===== src/rtl/serial_adder_pkg.sv =====
// Shared types, limits and helpers for the bit-serial adder.
package serial_adder_pkg;

  // Sequencer states; 2-bit encoding.
  typedef enum logic [1:0] {
    IDLE = 2'd0,
    RUN  = 2'd1,
    DONE = 2'd2
  } state_e;

  // Largest supported operand width.
  localparam int unsigned MAX_WIDTH = 32'd32;

  // Bit counter width: enough to count 0..width-1, never narrower than 1 bit.
  function automatic int unsigned cnt_width_f(input int unsigned width);
    if (width <= 32'd1) begin
      return 32'd1;
    end else begin
      return $clog2(width);
    end
  endfunction

endpackage


===== src/rtl/fulladder.sv =====
// The team's existing 1-bit combinational full-adder cell, carried in this
// slice so the serial adder builds stand-alone.
module fulladder (
  input  logic a,
  input  logic b,
  input  logic cin,
  output logic s,
  output logic cout
);

  assign s    = a ^ b ^ cin;
  assign cout = (a & b) | (cin & (a ^ b));

endmodule


===== src/rtl/serial_adder.sv =====
// Bit-serial adder: loads two operands and a carry-in, feeds the full-adder
// cell one bit pair per clock (LSB first), and returns {cout, sum} with a
// one-cycle done pulse.
module serial_adder
  import serial_adder_pkg::*;
#(
  parameter int unsigned WIDTH = 8
) (
  input  logic             clk,
  input  logic             rst,
  input  logic             start,
  input  logic [WIDTH-1:0] a,
  input  logic [WIDTH-1:0] b,
  input  logic             cin,
  output logic             busy,
  output logic             done,
  output logic [WIDTH-1:0] sum,
  output logic             cout
);

  localparam int unsigned    CW       = cnt_width_f(WIDTH);
  localparam logic [CW-1:0]  LAST_CNT = CW'(WIDTH - 32'd1);

  state_e           state_q, state_d;
  logic [WIDTH-1:0] a_sr_q, a_sr_d;
  logic [WIDTH-1:0] b_sr_q, b_sr_d;
  logic             c_q, c_d;
  logic [CW-1:0]    cnt_q, cnt_d;
  logic [WIDTH-1:0] acc_q, acc_d;
  logic [WIDTH-1:0] sum_q, sum_d;
  logic             cout_q, cout_d;

  logic             fa_s;
  logic             fa_cout;
  logic [WIDTH-1:0] acc_shift_s;

  // Per-bit sum and carry come from the shared full-adder cell.
  fulladder u_fa (
    .a   (a_sr_q[0]),
    .b   (b_sr_q[0]),
    .cin (c_q),
    .s   (fa_s),
    .cout(fa_cout)
  );

  // New sum bit enters at the MSB; a 1-bit accumulator is just the sum bit.
  generate
    if (WIDTH == 1) begin : g_acc_w1
      assign acc_shift_s = fa_s;
    end else begin : g_acc_wn
      assign acc_shift_s = {fa_s, acc_q[WIDTH-1:1]};
    end
  endgenerate

  // Next-state, datapath and result update; loads happen from IDLE or DONE.
  always_comb begin
    state_d = state_q;
    a_sr_d  = a_sr_q;
    b_sr_d  = b_sr_q;
    c_d     = c_q;
    cnt_d   = cnt_q;
    acc_d   = acc_q;
    sum_d   = sum_q;
    cout_d  = cout_q;

    case (state_q)
      IDLE, DONE: begin
        if (start) begin
          a_sr_d  = a;
          b_sr_d  = b;
          c_d     = cin;
          cnt_d   = '0;
          state_d = RUN;
        end else begin
          state_d = IDLE;
        end
      end
      RUN: begin
        acc_d  = acc_shift_s;
        a_sr_d = a_sr_q >> 1'b1;
        b_sr_d = b_sr_q >> 1'b1;
        c_d    = fa_cout;
        cnt_d  = cnt_q + CW'(1);
        if (cnt_q == LAST_CNT) begin
          sum_d   = acc_shift_s;
          cout_d  = fa_cout;
          state_d = DONE;
        end else begin
          state_d = RUN;
        end
      end
      default: begin
        state_d = IDLE;
      end
    endcase
  end

  // State and datapath registers; synchronous reset clears everything.
  always_ff @(posedge clk) begin
    if (rst) begin
      state_q <= IDLE;
      a_sr_q  <= '0;
      b_sr_q  <= '0;
      c_q     <= 1'b0;
      cnt_q   <= '0;
      acc_q   <= '0;
      sum_q   <= '0;
      cout_q  <= 1'b0;
    end else begin
      state_q <= state_d;
      a_sr_q  <= a_sr_d;
      b_sr_q  <= b_sr_d;
      c_q     <= c_d;
      cnt_q   <= cnt_d;
      acc_q   <= acc_d;
      sum_q   <= sum_d;
      cout_q  <= cout_d;
    end
  end

  assign busy = (state_q == RUN);
  assign done = (state_q == DONE);
  assign sum  = sum_q;
  assign cout = cout_q;

endmodule

===== config.mk =====
export PLATFORM = sky130hd
export DESIGN_NAME = serial_adder
export DESIGN_NICKNAME = d
export VERILOG_FILES = /design/src/rtl/serial_adder_pkg.sv /design/src/rtl/fulladder.sv /design/src/rtl/serial_adder.sv
export SDC_FILE = /design/constraint.sdc
export NUM_CORES = 1
export LEC_CHECK = 0
export ABC_AREA = 0
export BUFFER_PORTS_ARGS = -buffer_cell sky130_fd_sc_hd__buf_4
export CAP_MARGIN = 10
export CORE_MARGIN = 2
export CORE_UTILIZATION = 39
export CTS_BUF_LIST = sky130_fd_sc_hd__clkbuf_8
export CTS_CLUSTER_DIAMETER = 80
export CTS_CLUSTER_SIZE = 8
export DETAILED_ROUTE_END_ITERATION = 16
export PLACE_DENSITY = 0.65
export SLEW_MARGIN = 5
export SYNTH_ARGS = -nofsm -noshare
export SYNTH_HDL_FRONTEND = slang
export SYNTH_SLANG_ARGS = --single-unit
export TNS_END_PERCENT = 20

===== constraint.sdc =====
create_clock -name clk -period 1.2 [get_ports clk]
set_input_delay 0.06 -clock clk [delete_from_list [all_inputs] [get_ports clk]]
set_output_delay 0.06 -clock clk [all_outputs]
set_load 0.005 [all_outputs]

# Word level (Yosys, flattened, before mapping)

Cells that the tools add are included.

Flip-flop bits (word level): 39
Output and inout bits: 11

$add $sub $neg: 1
Eq/ne operators: 4
Muxes and demuxes: 11
Bitwise gates (word level): 5
Reductions and logical operators: 5

Operator list:

| operator                                      | count |
|---|---|
| case mux 8 bit (2 select lines)               | 2 |
| 2-to-1 mux 8 bit                              | 2 |
| case mux 3 bit (2 select lines)               | 1 |
| case mux 2 bit (2 select lines)               | 1 |
| AND reduction 2 bit                           | 2 |
| adder 3 x 1 -> 3 bit, second input constant   | 1 |
| == test 3 bit, second input constant          | 1 |
| 2-to-1 mux 3 bit                              | 1 |
| AND 1 bit                                     | 2 |
| == test 2 x 1 -> 1 bit, second input constant | 1 |
| == test 2 bit, second input constant          | 1 |
| zero test 2 bit                               | 1 |
| 2-to-1 mux 1 bit                              | 2 |
| 2-to-1 mux 2 bit                              | 1 |
| inequality test 2 bit, second input constant  | 1 |
| case mux 1 bit (2 select lines)               | 1 |
| nonzero test 2 bit                            | 1 |
| OR reduction 2 bit                            | 1 |
| bitwise XOR 1 bit                             | 2 |
| bitwise OR 1 bit                              | 1 |

# Longest topological paths before layout

Gate-level depths: netlist of the first run.

Depth in word-level cells: 4
Depth in mapped cells: 7
Depth with buffers taken out: 5

# Hierarchy

A second synthesis of the first run with hierarchy kept.

Cell total of the unflattened synthesis: 189
Area total of the unflattened synthesis: 1,535.2 um2

Modules (own cells, without submodules):

| module       | times used | cells each | area an instance (um2) |
|---|---|---|---|
| serial_adder | 1          | 188        | 1,515.2 |
| fulladder    | 1          | 1          | 20.0 |

# Worst setup path after synthesis of the first run

OpenSTA, ideal clock, no wires.

Path type: reg-to-reg
Start point: reg cnt_q[0]
End point: reg state_q[0]
Setup time: 0.128 ns
Arrival: 1.059 ns
Setup slack: 0.013 ns
Cell stages (with the launch flop): 6
Clock period less this slack: 1.187 ns
Cells stage by stage: dfxtp_1 ha_1 ha_1 clkbuf_1 o21a_1 nor2_1

Word-level cells in the longest chain between the ends: 3

RTL lines:

| what                            | line                | RTL |
|---|---|---|
| start: declaration              | serial_adder.sv:28  | `logic [CW-1:0] cnt_q, cnt_d;` |
| start signal: assignment        | serial_adder.sv:114 | `cnt_q <= cnt_d;` |
| == test 3 bit                   | serial_adder.sv:84  | `if (cnt_q == LAST_CNT) begin` |
| 2-to-1 mux 2 bit                | serial_adder.sv:84  |  |
| case mux 2 bit (2 select lines) | serial_adder.sv:66  | `case (state_q)` |
| end signal: assignment          | serial_adder.sv:110 | `state_q <= state_d;` |
| end: declaration                | serial_adder.sv:24  | `state_e state_q, state_d;` |

No other way between the ends.
A chain may end at the register's enable or synchronous reset.

# Worst setup path in the final report of the first run

Start point: reg c_q
End point: reg sum_q[7] (netlist: sum[7])

Word-level cells in the longest chain between the ends: 1

RTL lines:

| what                     | line                | RTL |
|---|---|---|
| start: declaration       | serial_adder.sv:27  | `logic c_q, c_d;` |
| start signal: assignment | serial_adder.sv:104 | `c_q <= 1'b0;` |
| start signal: assignment | serial_adder.sv:113 | `c_q <= c_d;` |
| bitwise XOR 1 bit        | fulladder.sv:11     | `assign s = a ^ b ^ cin;` |
| via fa_s                 | serial_adder.sv:33  | `logic fa_s;` |
| end signal: assignment   | serial_adder.sv:116 | `sum_q <= sum_d;` |
| end: declaration         | serial_adder.sv:30  | `logic [WIDTH-1:0] sum_q, sum_d;` |

The timed path passes the listed nets, and every way through them passes these cells.

==> results_dict.tcl, run 1 <==
set metrics [dict create \
    seq_area_frac_synth 0.494 \
    numClockSinks 38 \
    drive_gt1_frac 0.262 \
    period_share 0.973 \
    yosys.area.top_type "dfxtp_1" \
    cts_root_buf "clkbuf_8" \
    dr.pass1.iters 4 \
    synth_top_area_share 0.494 \
    crit_path_max_incr_delay_ns 0.55 \
    period_minus_slack_ns 1.17 \
    status "finished, final reports clean" \
    antenna_found_initial 0 \
    cts_hold_buf 0 \
    sequentialPowerShare 0.525 \
    crit_chain "fa_1 -> nand3_1 -> a21oi_1" \
    sw_frac_of_total 0.257 \
    place.gp.congestion 0.759 \
    cts-buffers-inserted 5 \
    detailed_place_hpwl_mm 1.99 \
    fin_nets 243 \
    use_met2 0.273 \
    hold_path.class "input port to flop" \
    finalHoldViolations 0 \
    crit_path_end_kind "flop" \
    final_common_cell "nand2_1" \
    path_max_fanout 2 \
    area_growth_pct 29.2 \
    remaining_drc_errors 0 \
    cp.buffers_inverters 0 \
    crit_type "flop to flop" \
    rsz0062_at_grt "yes" \
    slowest_stage "fa_1" \
    p_int_w 0.00194 \
    slew_headroom 0.730 \
    ios 31 \
    synth_area_leaders "dfxtp_1 49%, nand2_1 14%, a311oi_1 8.5%" \
    setup_viol 0 \
    clock_skew_ns 0.00883 \
    syn_nets 212 \
    top_usage_layer "met2" \
    htree_levels 2 \
    p_clk_frac 0.347 \
    die_w_microns 66.8 \
    critical-path-top-delay-family "adder cells" \
    ys_ff_latch 38 \
    grt_pass1_wl_mm 5.54 \
    core_sq_um 3720 \
    grt_pass1_vias 1283 \
    wirelength_mm 3.42 \
    p_per_area_nw_per_um2 1310 \
    gr-total-overflow 0 \
    max_clock_freq_mhz 857 \
    post_cts_buffers 0 \
    ir_drop_mv 0.518 \
    final.fill_count 372 \
    clkLatencyLatePin_ns 0.30 \
    leakage_nw 0.779 \
    drtIter0Drc 102 \
    use_met3 0.0473 \
    comb_power_share 0.128 \
    synth_area_sq_um 1540 \
    rows 22 \
    antenna_left 0 \
    die_h_microns 66.8 \
    fin_total_pwr_w 0.00261 \
    cts_buffer_depth 2 \
    grt_max_degree 39 \
    power.switching_w 0.000671 \
    arrival_ns 1.40 \
    start_util 0.414 \
    slew_viol_final 0 \
    die_area_sq_um 4460 \
    vias 1364 \
    syn-instance-count 189 \
    post_drt_wl_per_cell_microns 12.7 \
    ys_warn_count 0 \
    cap_violations 0 \
    grtUsageMet1 0.199 \
    track_usage 0.169 \
    syn_avg_cell_area_sq_um 8.14 \
    vias_per_cell 5.07 \
    worst_slew_pin_slew_ns 0.406 \
    layout_common_cells "56 x nand2_1, 35 x buf_4, 34 x dfxtp_1" \
    clk_pin_slew_ns 0.08 \
    critPathRequiredTime_ns 1.43 \
    synth_cell_types 18 \
    cts_tree "done" \
    io_buffer_count 30 \
    setup-tns-final_ns 0 \
    start_kind "flop" \
    insertedDiodeCount 0 \
]
layout make-up:
type | instances | area, sq um | share of cell area
Inverter | 1 | 6.26 | 0.00315
Tap cell | 48 | 60.1 | 0.0302
Timing Repair inverter | 1 | 7.51 | 0.00378
Sequential cell | 38 | 766 | 0.385
Timing Repair Buffer | 39 | 339 | 0.171
Clock inverter | 2 | 8.76 | 0.00441
Multi-Input combinational cell | 134 | 718 | 0.361
Clock buffer | 6 | 82.6 | 0.0415
kinds of logic after synthesis:
| group | Yosys count | share of synthesized area |
|---|---|---|
| compound gates | 37 | 0.159 |
| fa+ha+maj | 3 | 0.0293 |
| buf+inv | 17 | 0.0667 |
| flops | 38 | 0.494 |
| simple gates | 94 | 0.251 |
registers in the layout, summed over array words and instances, names as in the netlist:
register	flops
b_sr_q	8
cnt_q	3
sum	8
a_sr_q	8
cout	1
c_q	1
acc_q	7
state_q	2
path summary, 6_finish.rpt:
kind / from / endpoint / slack, ns / cells past startpoint
setup / recovery: c_q$_SDFFE_PP0P_ / sum[7]$_SDFFE_PP0P_ / 0.03 / 3
hold reg to reg: acc_q[1]$_SDFFE_PP0P_ / acc_q[1]$_SDFFE_PP0P_ / 0.46 / 2
setup reg to reg: c_q$_SDFFE_PP0P_ / sum[7]$_SDFFE_PP0P_ / 0.03 / 3
hold / removal: a[7] / a_sr_q[7]$_SDFFE_PP0P_ / 0.007 / 3
cells in the mapped netlist:
| cell type | n |
|---|---|
| nand2_1 | 57 |
| dfxtp_1 | 38 |
| a21oi_1 | 21 |
| nor2_1 | 17 |
| a311oi_1 | 15 |
| nand3_1 | 14 |
| clkbuf_1 | 5 |
| buf_2 | 4 |
| buf_4 | 3 |
| buf_6 | 3 |
| nand2b_1 | 3 |
| ha_1 | 2 |
| nor2b_1 | 2 |
| buf_1 | 1 |
| fa_1 | 1 |
| inv_2 | 1 |
| nand3b_1 | 1 |
| o21a_1 | 1 |
tightest hold or removal path: stages:
cell and delay (ns):
buf_4 0.11, nand2_1 0.05, a21oi_1 0.05
through the flow:
stage / cell area, sq um / utilization / hold slack [ns] / cells / worst slack, ns
floorplan: 1540 / - / 0.196 / 189 / 0.0130
global placement: 1810 / 0.487 / 0.312 / 259 / 0.00456
detailed placement: 1810 / 0.487 / 0.320 / 259 / -0.00626
CTS: 1920 / 0.516 / 0.00428 / 268 / 0.00238
global route: 1990 / 0.535 / 0.0176 / 269 / -0.0364
finish: 1990 / 0.535 / 0.00681 / 269 / 0.0330
per-layer routing:
metal,share of wire,vias up
li1,-,700
met1,0.48,638
met2,0.46,21
met3,0.038,5
met4,0.023,0
met5,0,-
power groups by stage:
stage | Combinational [W] | Sequential, W | Clock, W
3_3_place_gp | 0.000301 | 0.00139 | 0
2_1_floorplan | 0.000216 | 0.00138 | 0
4_1_cts | 0.000310 | 0.00136 | 0.000922
5_1_grt | 0.000372 | 0.00138 | 0.000971
3_5_place_dp | 0.000303 | 0.00139 | 0
6_report | 0.000334 | 0.00137 | 0.000904
repair_timing:
action,4_1_cts,5_1_grt
gates resized for setup,4,11
pin swaps,1,1
setup endpoints to repair,8,28
cloned,1,1
No activity file was read; power rests on OpenSTA's default activity.
==> run 2, diff against run 1 <==
- RECOVER_POWER: unset -> 25
==> run 2 against run 1 <==
  * Utilization unchanged
  * Setup slack about the same
  * Flip-flop and latch count unchanged
  * Global-route usage unchanged
  * Total power about the same
  * Largest cell class unchanged
  * Highest routed layer unchanged
==> results_dict.tcl, run 2 (synthesis results as in run 1) <==
set metrics [dict create \
    start_kind "flop" \
    grt_max_degree 39 \
    p_per_area_nw_per_um2 1310 \
    place_ws_ns -0.00626 \
    hold_path.class "input port to flop" \
    vias 1364 \
    power.switching_w 0.000671 \
    layout_setup_ws_ns 0.0333 \
    status "finished, final reports clean" \
    fin_nets 243 \
    crit_path_end_kind "flop" \
    p_clk_frac 0.347 \
    numClockSinks 38 \
    remaining_drc_errors 0 \
    sw_frac_of_total 0.257 \
    clock_skew_ns 0.00882 \
    layout_common_cells "56 x nand2_1, 34 x dfxtp_1, 27 x buf_4" \
    clkLatencyLatePin_ns 0.30 \
    area_growth_pct 29.2 \
    htree_levels 2 \
    cts_tree "done" \
    gr-total-overflow 0 \
    grt_pass1_vias 1283 \
    ir_drop_mv 0.518 \
    clk_pin_slew_ns 0.08 \
    holdWs_ns 0.00681 \
    io_buffer_count 30 \
    die_area_sq_um 4460 \
    p_int_w 0.00194 \
    drive_gt1_frac 0.262 \
    antenna_left 0 \
    track_usage 0.169 \
    arrival_ns 1.40 \
    dpl.cell_count 259 \
    worst_slew_pin_slew_ns 0.405 \
    fin_total_pwr_w 0.00261 \
    cts_root_buf "clkbuf_8" \
    grt_pass1_wl_mm 5.54 \
    setup_viol 0 \
    critical-path-top-delay-family "adder cells" \
    period_minus_slack_ns 1.17 \
    antenna_found_initial 0 \
    finalHoldViolations 0 \
    crit_path_max_incr_delay_ns 0.55 \
    core_sq_um 3720 \
    comb_power_share 0.128 \
    post_drt_wl_per_cell_microns 12.7 \
    leakage_nw 0.775 \
    sequentialPowerShare 0.525 \
    period_share 0.972 \
    start_util 0.414 \
    die_w_microns 66.8 \
    wirelength_mm 3.41 \
    cap_violations 0 \
    slowest_stage "fa_1" \
    final_common_cell "nand2_1" \
    die_h_microns 66.8 \
    insertedDiodeCount 0 \
    crit_chain "fa_1 -> nand3_1 -> a21oi_1" \
    post_cts_buffers 0 \
    slew_viol_final 0 \
    place.gp.congestion 0.759 \
    critPathRequiredTime_ns 1.43 \
    dr.pass1.iters 4 \
    slew_headroom 0.730 \
    max_clock_freq_mhz 857 \
    detailed_place_hpwl_mm 1.99 \
    ios 31 \
    setup-tns-final_ns 0 \
    crit_type "flop to flop" \
    cts_buffer_depth 2 \
    vias_per_cell 5.07 \
    path_max_fanout 2 \
    cts-buffers-inserted 5 \
    cp.buffers_inverters 0 \
    rows 22 \
    rsz0062_at_grt "yes" \
    drtIter0Drc 103 \
    finalNonFillerCells 269 \
]
==> run 2: repair_timing <==
action / in CTS / in global routing
gates cloned: 1 / 1
resized for setup: 4 / 11
hold buffers: 0 / 0
endpoints found under the setup margin: 8 / 28
pin swaps: 1 / 1
==> run 2: cell type report <==
type	instances	area (sq um)
fillers	372	1730
flip-flops and latches	38	766
multi-input cells	134	718
repair buffers	39	339
clock buffers	6	82.6
well taps	48	60.1
clock inverters	2	8.76
repair inverters	1	7.51
inverters	1	6.26
==> run 2: through the flow <==
| stage | cell area, sq um | utilization |
|---|---|---|
| after floorplan | 1540 | - |
| after global placement | 1810 | 0.487 |
| after detailed placement | 1810 | 0.487 |
| after CTS | 1920 | 0.516 |
| after global routing | 1990 | 0.535 |
| final | 1990 | 0.535 |
==> run 2: power groups by stage <==
stage	clock network [W]	registers, W	logic [W]
after floorplan	0	0.00138	0.000216
after global placement	0	0.00139	0.000301
after detailed placement	0	0.00139	0.000303
final	0.000905	0.00137	0.000334
after global routing	0.000971	0.00138	0.000372
after CTS	0.000922	0.00136	0.000310
==> run 2: final timing paths <==
| kind | start | endpoint | slack (ns) | cells after the start |
|---|---|---|---|---|
| setup / recovery | c_q$_SDFFE_PP0P_ | sum[7]$_SDFFE_PP0P_ | 0.03 | 3 |
| hold reg to reg | sum[2]$_SDFFE_PP0P_ | sum[2]$_SDFFE_PP0P_ | 0.45 | 2 |
| setup reg to reg | c_q$_SDFFE_PP0P_ | sum[7]$_SDFFE_PP0P_ | 0.03 | 3 |
| hold / removal | a[7] | a_sr_q[7]$_SDFFE_PP0P_ | 0.007 | 3 |
==> run 2: worst reg2reg max path, cell delays in order, from the launching register on <==
cell     delay, ns
dfxtp_2       0.33
fa_1          0.55
nand3_1       0.09
a21oi_1       0.12
==> run 2: per-layer routing <==
metal  GRT usage  wire [microns]  vias to the layer above
li1            -               -                      700
met1       0.199            1650                      638
met2       0.273            1560                       21
met3      0.0473             129                        5
met4      0.0969              77                        0
met5           0               0                        -
==> run 3, diff against run 2 <==
- ABC_AREA: 0 -> 1
- PLACE_DENSITY: 0.65 -> 0.64
==> run 3 against run 2 <==
  * Fmax is 0.54% lower
  * Critical endpoint unchanged
  * Sequential share of layout area is 4.3 points lower
  * Sequential power hardly changed
  * Design area is 13% higher
  * First-iteration DRC count is 36% lower
  * Clock power is 9.7% lower
  * Via count is 18% higher
  * Critical path type unchanged
==> results_dict.tcl, run 3 <==
set metrics [dict create \
    synth_most_common_cell "nand2_1" \
    comb_power_share 0.189 \
    cap_violations 0 \
    ys_warn_count 0 \
    final.fill_count 436 \
    power.switching_w 0.000743 \
    synth-edff-count 0 \
    period_minus_slack_ns 1.17 \
    drtIter0Drc 66 \
    wirelength_mm 3.79 \
    p_clk_frac 0.300 \
    sequentialPowerShare 0.511 \
    syn-instance-count 250 \
    hold_end "b_sr_q[1]$_SDFFE_PP0P_" \
    grt_pass1_wl_mm 6.85 \
    max_clock_freq_mhz 852 \
    ys.flop_type "dfxtp_1" \
    die_w_microns 71.5 \
    clkLatencyLatePin_ns 0.28 \
    async_reset_ff_frac 0 \
    multi_input_area_sq_um 786 \
    period_share 0.978 \
    cts_root_buf "clkbuf_8" \
    finalNonFillerCells 340 \
    clock_skew_ns 0.00126 \
    final-seq-area_sq_um 772 \
    rsz0062_at_grt "yes" \
    grt_pass1_vias 1579 \
    synth_area_leaders "dfxtp_1 43%, nand3_1 12%, nand2_1 9.1%" \
    clk_pin_slew_ns 0.07 \
    cts_buffer_depth 2 \
    crit_type "flop to flop" \
    ios 31 \
    vias_per_cell 4.71 \
    seq_area_frac_synth 0.428 \
    cts-buffers-inserted 5 \
    arrival_ns 1.39 \
    crit_path_end_kind "flop" \
    p_per_area_nw_per_um2 1210 \
    antenna_left 0 \
    remaining_drc_errors 0 \
    synth_area_sq_um 1780 \
    syn_nets 273 \
    crit_path_max_incr_delay_ns 0.57 \
    vias 1603 \
    detailed_place_hpwl_mm 2.66 \
    worst_slew_pin_slew_ns 0.229 \
    hold_path.class "input port to flop" \
    p_int_w 0.00198 \
    holdWs_ns 0.00293 \
    start_kind "flop" \
    drive_gt1_frac 0.243 \
    timing.rr.start "c_q$_SDFFE_PP0P_" \
    ir_drop_mv 0.630 \
    layout_setup_ws_ns 0.0269 \
    fin_nets 311 \
    place_ws_ns -0.00153 \
    hold_depth 3 \
    slew_viol_final 0 \
    leakage_nw 1.09 \
    area_growth_pct 26.7 \
    r2r_end "sum[7]$_SDFFE_PP0P_" \
    rr_worst_depth 3 \
    rrSetupSlack_ns 0.03 \
    sw_frac_of_total 0.273 \
    crit_chain "fa_2 -> nand3_1 -> a21oi_1" \
    die_area_sq_um 5120 \
    status "finished, final reports clean" \
    cts_tree "done" \
    synth_top_area_share 0.428 \
    worstHoldStart "b[1]" \
    synth_common_cells "43 x nand2_1, 41 x nand3_1, 38 x dfxtp_1, 35 x inv_1, 22 x nor2_1" \
    place.gp.congestion 0.725 \
    dr.pass1.iters 4 \
    antenna_found_initial 0 \
    core_sq_um 4380 \
    ys_ff_latch 38 \
    insertedDiodeCount 0 \
    yosys.area.top_type "dfxtp_1" \
    post_drt_wl_per_cell_microns 11.1 \
    numClockSinks 38 \
    synth_cell_types 20 \
    start_util 0.406 \
    critPathRequiredTime_ns 1.42 \
    layout_common_cells "43 x nand2_1, 41 x nand3_1, 35 x inv_1" \
    rows 24 \
    path_max_fanout 2 \
    syn_avg_cell_area_sq_um 7.11 \
    final_common_cell "nand2_1" \
    gr-total-overflow 0 \
    dpl.cell_count 330 \
    io_buffer_count 30 \
    htree_levels 2 \
    slowest_stage "fa_2" \
    grt_max_degree 24 \
    track_usage 0.167 \
    slew_headroom 0.846 \
    finalHoldViolations 0 \
    setup_viol 0 \
    crit_path_start "c_q$_SDFFE_PP0P_" \
    die_h_microns 71.5 \
]
-- run 3: logic make-up after synthesis --
group                    share of synthesized area
flip-flops                                   0.428
buffers and inverters                        0.144
AO/OA/AOI/OAI                               0.0732
adder cells (fa/ha/maj)                     0.0253
AND/OR/NAND/NOR                              0.330
-- run 3: critical path, delay by kind of cell (launching register included) --
kind,cells,cell delay [ns]
AO/OA/AOI/OAI,1,0.13
flip-flops,1,0.33
adder cells (fa/ha/maj),1,0.57
AND/OR/NAND/NOR,1,0.07
-- run 3: power groups by stage --
| stage | combinational, W | sequential, W | clock [W] |
|---|---|---|---|
| floorplan | 0.000353 | 0.00140 | 0 |
| global placement | 0.000498 | 0.00142 | 0 |
| detailed placement | 0.000502 | 0.00142 | 0 |
| CTS | 0.000518 | 0.00139 | 0.000853 |
| global route | 0.000594 | 0.00140 | 0.000900 |
| finish | 0.000514 | 0.00139 | 0.000817 |
-- run 3: layer usage --
metal	global-route usage	vias to the layer above	wire length, microns
li1	-	861	-
met1	0.220	703	1840
met2	0.265	34	1680
met3	0.0506	5	218
met4	0.0482	0	41
met5	0	-	0
-- run 3: area by class of cell --
type	count	area share
multi-input combinational	157	0.349
sequential	38	0.343
timing repair buffer	48	0.180
inverter	38	0.0644
clock buffer	5	0.0305
tap	52	0.0289
clock inverter	2	0.00444
-- run 3: how the worst max path moves through the flow --
stage / slack (ns) / cells past startpoint / to
2_1_floorplan: 0.007 / 7 / sum[1]$_SDFFE_PP0P_
4_1_cts: 0.005 / 7 / c_q$_SDFFE_PP0P_
6_report: 0.03 / 3 / sum[7]$_SDFFE_PP0P_
5_1_grt: -0.02 / 6 / sum[4]$_SDFFE_PP0P_
3_3_place_gp: 0.007 / 7 / c_q$_SDFFE_PP0P_
3_5_place_dp: -0.002 / 6 / sum[1]$_SDFFE_PP0P_
-- run 3: stage by stage --
| stage | util | instance area (sq um) | power (W) | TNS (ns) |
|---|---|---|---|---|
| after floorplan | - | 1780 | 0.00176 | 0 |
| after global placement | 0.481 | 2110 | 0.00192 | 0 |
| after detailed placement | 0.481 | 2110 | 0.00192 | -0.00153 |
| after CTS | 0.508 | 2230 | 0.00276 | 0 |
| after global routing | 0.514 | 2250 | 0.00290 | -0.0416 |
| final | 0.514 | 2250 | 0.00272 | 0 |
-- run 3: what timing repair did --
action | in CTS | in global routing
endpoints found under the setup margin | 8 | 13
pin swaps | 1 | 1
hold endpoints to repair | 2 | 0
buffers inserted | 1 | 0
gates cloned | 0 | 0
gates resized for setup | 5 | 10
hold buffers | 2 | 0
